`src/rtl/spi_avalon_ctrl.sv`:
```
// Avalon-MM front end for the mode-0 SPI core: TX/RX word FIFOs around a
// launch / wait / capture sequencer that counts the core's per-byte ss_n releases.
`timescale 1ns/1ps
module spi_avalon_ctrl #(
  parameter int FIFO_DEPTH     = 4,
  parameter int TIMEOUT_CYC    = 1024,
  parameter int BYTES_PER_WORD = 4
) (
  input  logic        clk,
  input  logic        reset_n,
  input  logic [1:0]  address,
  input  logic        chipselect,
  input  logic        read,
  input  logic        write,
  input  logic [31:0] writedata,
  output logic [31:0] readdata,
  output logic        irq,
  output logic        spi_go,
  output logic [31:0] spi_wdata,
  input  logic [31:0] spi_rdata,
  input  logic        spi_ss_n
);

  localparam int PW = $clog2(FIFO_DEPTH);
  localparam int CW = PW + 1;
  localparam int EW = $clog2(BYTES_PER_WORD + 1);
  localparam int WW = $clog2(TIMEOUT_CYC);

  typedef enum logic [1:0] {S_IDLE, S_LAUNCH, S_WAIT, S_CAPTURE} state_e;
  state_e state_q, state_d;

  logic [31:0]   tx_mem_q [FIFO_DEPTH];
  logic [31:0]   rx_mem_q [FIFO_DEPTH];
  logic [PW-1:0] tx_wr_q, tx_wr_d, tx_rd_q, tx_rd_d;
  logic [PW-1:0] rx_wr_q, rx_wr_d, rx_rd_q, rx_rd_d;
  logic [CW-1:0] tx_cnt_q, tx_cnt_d, rx_cnt_q, rx_cnt_d;
  logic [EW-1:0] edge_cnt_q, edge_cnt_d;
  logic [WW-1:0] wd_q, wd_d;
  logic          enable_q, enable_d, irq_en_q, irq_en_d;
  logic          rx_ovf_q, rx_ovf_d, timeout_q, timeout_d, tx_ovf_q, tx_ovf_d;
  logic          ss_n_q, irq_q, irq_d, spi_go_q, spi_go_d;
  logic [31:0]   readdata_q, readdata_d, spi_wdata_q, spi_wdata_d;
  logic [31:0]   status_w, rd_mux;
  logic [15:0]   tx_cnt16, rx_cnt16;

  logic host_rd, host_wr, sts_wr;
  logic tx_full, tx_empty, rx_full, rx_empty;
  logic tx_push, tx_pop, rx_push, rx_pop;
  logic ss_rise, words_done, wd_expired;

  // Avalon slave: a strobe is accepted on every clk edge (no waitrequest);
  // read data appears in readdata one cycle after the read&chipselect edge.
  assign host_rd = chipselect & read;
  assign host_wr = chipselect & write;
  assign sts_wr  = host_wr & (address == 2'd2);

  assign tx_full  = (tx_cnt_q == CW'(FIFO_DEPTH));
  assign tx_empty = (tx_cnt_q == '0);
  assign rx_full  = (rx_cnt_q == CW'(FIFO_DEPTH));
  assign rx_empty = (rx_cnt_q == '0);

  assign tx_push = host_wr & (address == 2'd0) & ~tx_full;
  assign tx_pop  = (state_q == S_LAUNCH);
  assign rx_pop  = host_rd & (address == 2'd1) & ~rx_empty;
  // A host pop in the capture cycle frees the slot the new word needs.
  assign rx_push = (state_q == S_CAPTURE) & (~rx_full | rx_pop);

  assign ss_rise    = spi_ss_n & ~ss_n_q;
  assign words_done = (edge_cnt_q == EW'(BYTES_PER_WORD));
  assign wd_expired = (wd_q == WW'(TIMEOUT_CYC - 1));

  always_comb begin
    state_d = state_q;
    unique case (state_q)
      S_IDLE:    if (enable_q && !tx_empty) state_d = S_LAUNCH;
      S_LAUNCH:  state_d = S_WAIT;
      S_WAIT: begin
        if (words_done)      state_d = S_CAPTURE;
        else if (wd_expired) state_d = S_IDLE;
      end
      S_CAPTURE: state_d = S_IDLE;
      default:   state_d = S_IDLE;
    endcase
  end

  always_comb begin
    tx_wr_d    = tx_wr_q;
    tx_rd_d    = tx_rd_q;
    rx_wr_d    = rx_wr_q;
    rx_rd_d    = rx_rd_q;
    edge_cnt_d = edge_cnt_q;
    wd_d       = wd_q;
    enable_d   = enable_q;
    irq_en_d   = irq_en_q;
    if (tx_push) tx_wr_d = tx_wr_q + 1'b1;
    if (tx_pop)  tx_rd_d = tx_rd_q + 1'b1;
    if (rx_push) rx_wr_d = rx_wr_q + 1'b1;
    if (rx_pop)  rx_rd_d = rx_rd_q + 1'b1;
    tx_cnt_d = tx_cnt_q + CW'(tx_push) - CW'(tx_pop);
    rx_cnt_d = rx_cnt_q + CW'(rx_push) - CW'(rx_pop);

    if (state_q == S_LAUNCH) begin
      edge_cnt_d = '0;
      wd_d       = '0;
    end else if (state_q == S_WAIT) begin
      wd_d = wd_q + 1'b1;
      if (ss_rise && !words_done) edge_cnt_d = edge_cnt_q + 1'b1;
    end

    // Sticky flags: a set in the same cycle as its W1C wins.
    tx_ovf_d  = (tx_ovf_q & ~(sts_wr & writedata[7])) |
                (host_wr & (address == 2'd0) & tx_full);
    rx_ovf_d  = (rx_ovf_q & ~(sts_wr & writedata[5])) |
                ((state_q == S_CAPTURE) & rx_full & ~rx_pop);
    timeout_d = (timeout_q & ~(sts_wr & writedata[6])) |
                ((state_q == S_WAIT) & ~words_done & wd_expired);

    if (host_wr && address == 2'd3) begin
      enable_d = writedata[0];
      irq_en_d = writedata[1];
    end

    irq_d       = irq_en_q & (~rx_empty | rx_ovf_q | timeout_q);
    spi_go_d    = tx_pop;
    spi_wdata_d = tx_pop ? tx_mem_q[tx_rd_q] : spi_wdata_q;

    tx_cnt16        = 16'(tx_cnt_q);
    rx_cnt16        = 16'(rx_cnt_q);
    status_w        = '0;
    status_w[0]     = (state_q != S_IDLE);
    status_w[1]     = tx_full;
    status_w[2]     = tx_empty;
    status_w[3]     = rx_full;
    status_w[4]     = rx_empty;
    status_w[5]     = rx_ovf_q;
    status_w[6]     = timeout_q;
    status_w[7]     = tx_ovf_q;
    status_w[11:8]  = tx_cnt16[3:0];
    status_w[15:12] = rx_cnt16[3:0];

    rd_mux = '0;
    unique case (address)
      2'd1:    rd_mux = rx_empty ? 32'h0 : rx_mem_q[rx_rd_q];
      2'd2:    rd_mux = status_w;
      2'd3:    rd_mux = {30'h0, irq_en_q, enable_q};
      default: rd_mux = '0;
    endcase
    readdata_d = host_rd ? rd_mux : readdata_q;
  end

  always_ff @(posedge clk) begin
    if (tx_push) tx_mem_q[tx_wr_q] <= writedata;
    if (rx_push) rx_mem_q[rx_wr_q] <= spi_rdata;
  end

  always_ff @(posedge clk) begin
    if (!reset_n) begin
      state_q     <= S_IDLE;
      tx_wr_q     <= '0;
      tx_rd_q     <= '0;
      rx_wr_q     <= '0;
      rx_rd_q     <= '0;
      tx_cnt_q    <= '0;
      rx_cnt_q    <= '0;
      edge_cnt_q  <= '0;
      wd_q        <= '0;
      enable_q    <= 1'b0;
      irq_en_q    <= 1'b0;
      rx_ovf_q    <= 1'b0;
      timeout_q   <= 1'b0;
      tx_ovf_q    <= 1'b0;
      ss_n_q      <= 1'b1;
      irq_q       <= 1'b0;
      spi_go_q    <= 1'b0;
      readdata_q  <= '0;
      spi_wdata_q <= '0;
    end else begin
      state_q     <= state_d;
      tx_wr_q     <= tx_wr_d;
      tx_rd_q     <= tx_rd_d;
      rx_wr_q     <= rx_wr_d;
      rx_rd_q     <= rx_rd_d;
      tx_cnt_q    <= tx_cnt_d;
      rx_cnt_q    <= rx_cnt_d;
      edge_cnt_q  <= edge_cnt_d;
      wd_q        <= wd_d;
      enable_q    <= enable_d;
      irq_en_q    <= irq_en_d;
      rx_ovf_q    <= rx_ovf_d;
      timeout_q   <= timeout_d;
      tx_ovf_q    <= tx_ovf_d;
      ss_n_q      <= spi_ss_n;
      irq_q       <= irq_d;
      spi_go_q    <= spi_go_d;
      readdata_q  <= readdata_d;
      spi_wdata_q <= spi_wdata_d;
    end
  end

  assign readdata  = readdata_q;
  assign irq       = irq_q;
  assign spi_go    = spi_go_q;
  assign spi_wdata = spi_wdata_q;

endmodule

```
`config.mk`:
```
export PLATFORM = sky130hd
export DESIGN_NAME = spi_avalon_ctrl
export DESIGN_NICKNAME = d
export VERILOG_FILES = /design/src/rtl/spi_avalon_ctrl.sv
export SDC_FILE = /design/constraint.sdc
export NUM_CORES = 1
export LEC_CHECK = 0
export BUFFER_PORTS_ARGS = -buffer_cell sky130_fd_sc_hd__buf_2
export CORE_UTILIZATION = 50
export DETAILED_ROUTE_END_ITERATION = 16
export GPL_TIMING_DRIVEN = 1
export PLACE_DENSITY = 0.69
export RECOVER_POWER = 50
export SLEW_MARGIN = 0
export SYNTH_ARGS = -nofsm -noshare
export SYNTH_HDL_FRONTEND = slang
export SYNTH_SLANG_ARGS = --single-unit
```
`constraint.sdc`:
```
create_clock -name clk -period 3 [get_ports clk]
set_input_delay 0.3 -clock clk [delete_from_list [all_inputs] [get_ports clk]]
set_output_delay 0.3 -clock clk [all_outputs]
set_load 0.1 [all_outputs]
```
==> impl_metrics.toml <==
[clocking]
cts_tree = "done"
cts_made_buffers = 37
path_clk_slew_ps = 60
cts.repair.resized = 0
htreeDepth = 2
cts-root-buf = "clkbuf_16"
worstSkewPairLatency_ps = 520
cts_setup_buffers = 0
clockBufferDepth = 3
clock_sinks = 359

[sta]
fin_crit_sh = 0.841
clock_skew_ps = 20.5
slew_headroom = 0.156
tightest_slew_ps = 1270
tns_ps = 0
timing.hold.ws_ps = 67.0
setup_viol = 0
finalHoldViolations = 0
fmax_ghz = 0.396
slew_violations = 0
fin_ws_ps = 477
rsz0062_at_grt = "no"
period_needed_ps = 2520

[grt]
gr-total-overflow = 0
grt_pass1_wl_um = 39100
grt_max_degree = 35
track_usage = 0.190
antenna_found_initial = 0
grt_pass1_vias = 7264

[power]
p_clk_frac = 0.447
powerDensity_mw_per_mm2 = 641
finalPower_mw = 10.2
share_comb_of_total_power = 0.028
p_seq_frac = 0.525
netSwitchingPower_mw = 1.99
peakVddDrop_mv = 0.520
p_leak_nw = 5.26
swShare = 0.196
p_int_mw = 8.17

[worst_setup_path]
endpoint_kind = "flop"
timing.rr.start = "tx_cnt_q[1]"
crit_fanout = 7
reg2reg_depth = 12
critPathRequiredTime_ps = 3410
cp-start-kind = "flop"
crit_type = "flop to flop"
regToRegSetupSlack_ps = 480
worstPathArrival_ps = 2930
r2r_end = "tx_cnt_q[2]"

[drt]
dr.pass1.iters = 5
wl_um = 25300
vias_per_cell = 5.53
drc = 0
ant_nets = 0
vias = 7115
wl_per_cell_um = 19.6
first_iter_violations = 334

[placed_design]
dp_slack_ps = 576
post-place-cells = 1184
dpl_cell_area_mm2 = 0.0144
hpwl_um = 15500
place_congestion = 0.770
port_buffers = 137

[synth]
syn_avg_cell_area_um2 = 18.2
yosysTopAreaCellShare = 0.578
yosys_warnings = 0
yosys_most_used_dff = "edfxtp_1"
synth_most_common_cell = "edfxtp_1"
netlist_area_mm2 = 0.0133
synth_common_cells = "edfxtp_1, dfxtp_1, mux4_2"
synth_area_leader_cell = "edfxtp_1"
ys_types = 44
synthCells = 731
synthTopCellsByArea = "edfxtp_1, dfxtp_1, mux4_2, a22o_1, a32o_1"
synth_edf_count = 256
seq_area_frac_synth = 0.733
ys_async_sr_fraction = 0
synth_nets = 820
ys_seq_elements = 359

[outcome]
status = "finished clean"

[flow_run]
max_cap_violations = 0

[floorplan]
io_pins = 138
start_util = 0.510
fp-row-count = 59
die_area_mm2 = 0.0273
core_mm2 = 0.0261
die_w_um = 165
die_h_um = 165

[finish]
drive_above_1_share = 0.175
syn2layout_area_growth_pct = 19.2
utilization = 0.608
layout.nets = 1014
fillers = 1975
layout.cells.non_filler = 1287
postLayoutCellArea_mm2 = 0.0159

[worst_hold_path]
hold_path.class = "input port to flop"
worstHoldEndpoint = "tx_mem_q[0][13]"
hold_path_startpoint = "writedata[13]"
holdPathStages = 1
-- kinds of logic (layout without fill, tap and decap cells) --
kind of cell | after synthesis | in the layout | synth area share
compound gates | 94 | 94 | 0.0571
xor+xnor | 19 | 19 | 0.0125
fa+ha+maj | 17 | 17 | 0.0171
buf+inv | 58 | 278 | 0.0189
flops | 359 | 359 | 0.733
mux | 69 | 69 | 0.112
other cells | 0 | 1 | 0
simple gates | 115 | 115 | 0.0491
-- layer usage --
| layer | GRT usage | vias to the layer above | share of wire |
|---|---|---|---|
| met1 | 0.242 | 3597 | 0.42 |
| li1 | - | 3280 | - |
| met2 | 0.323 | 182 | 0.49 |
| met3 | 0.0397 | 56 | 0.059 |
| met5 | 0 | - | 0 |
| met4 | 0.0651 | 0 | 0.027 |
-- placed cells by master, fill, tap and decap left out, types with 9 or more instances in the layout --
master	Yosys	final
a221oi_1	12	12
a22o_1	32	32
a32o_1	19	19
and2_1	22	18
buf_2	9	17
buf_4	0	21
clkbuf_1	34	131
clkbuf_16	0	37
dfxtp_1	103	101
dlygate4sd3_1	0	37
edfxtp_1	256	256
ha_1	15	15
inv_1	12	12
mux4_2	64	64
nand2_1	12	12
nand3_1	10	10
nand4_1	10	10
nor2_1	24	24
nor2b_1	15	14
o21ai_0	17	17
xnor2_1	10	10
xor2_1	9	9
-- cell type report --
type	instances	area, um^2	share of cell area
diodes	1	2.50	0.000158
clock buffers	50	1030	0.0653
clock inverters	15	181	0.0114
inverters	12	45.0	0.00284
multi-input cells	314	3300	0.208
flip-flops and latches	359	9750	0.615
well taps	335	419	0.0264
repair buffers	201	1120	0.0706
-- sequential cells by signal, summed over array words and instances, names as in the netlist, 3 cells and up, named ones only --
register	flops
rx_mem_q	128
tx_mem_q	128
readdata	32
spi_wdata	32
wd_q	10
edge_cnt_q	3
rx_cnt_q	3
tx_cnt_q	3
-- worst max-delay path, stage by stage, from the launching register on --
cell and delay [ps]:
dfxtp_1 440, nor3b_1 130, nor4_2 220, clkbuf_1 280
inv_1 80, ha_1 270, inv_1 60, ha_1 130
inv_1 40, fa_1 370, xnor2_1 140, xnor2_1 120
and2_1 150
-- power by group through the flow --
stage | registers [mW] | logic, mW | clock network [mW]
after floorplan | 5.51 | 0.0720 | 0
after global placement | 5.44 | 0.255 | 0
after detailed placement | 5.44 | 0.261 | 0
after CTS | 5.34 | 0.301 | 4.64
after global routing | 5.33 | 0.307 | 4.81
final | 5.34 | 0.285 | 4.54
-- worst max path at each step --
stage / cells after the start / slack [ps] / endpoint / start
CTS: 12 / 560 / tx_cnt_q[2] / tx_cnt_q[1]
detailed placement: 12 / 580 / tx_cnt_q[2] / tx_cnt_q[1]
global placement: 12 / 600 / tx_cnt_q[2] / tx_cnt_q[1]
global route: 12 / 280 / tx_cnt_q[2] / tx_cnt_q[1]
finish: 12 / 480 / tx_cnt_q[2] / tx_cnt_q[1]
floorplan: 12 / 520 / rx_cnt_q[2] / chipselect
-- repair_timing --
item | CTS | global route
setup endpoints to repair | 0 | 0
endpoints found under the hold margin | 125 | 0
hold buffers | 37 | 0
(Power assumes the default switching activity.)
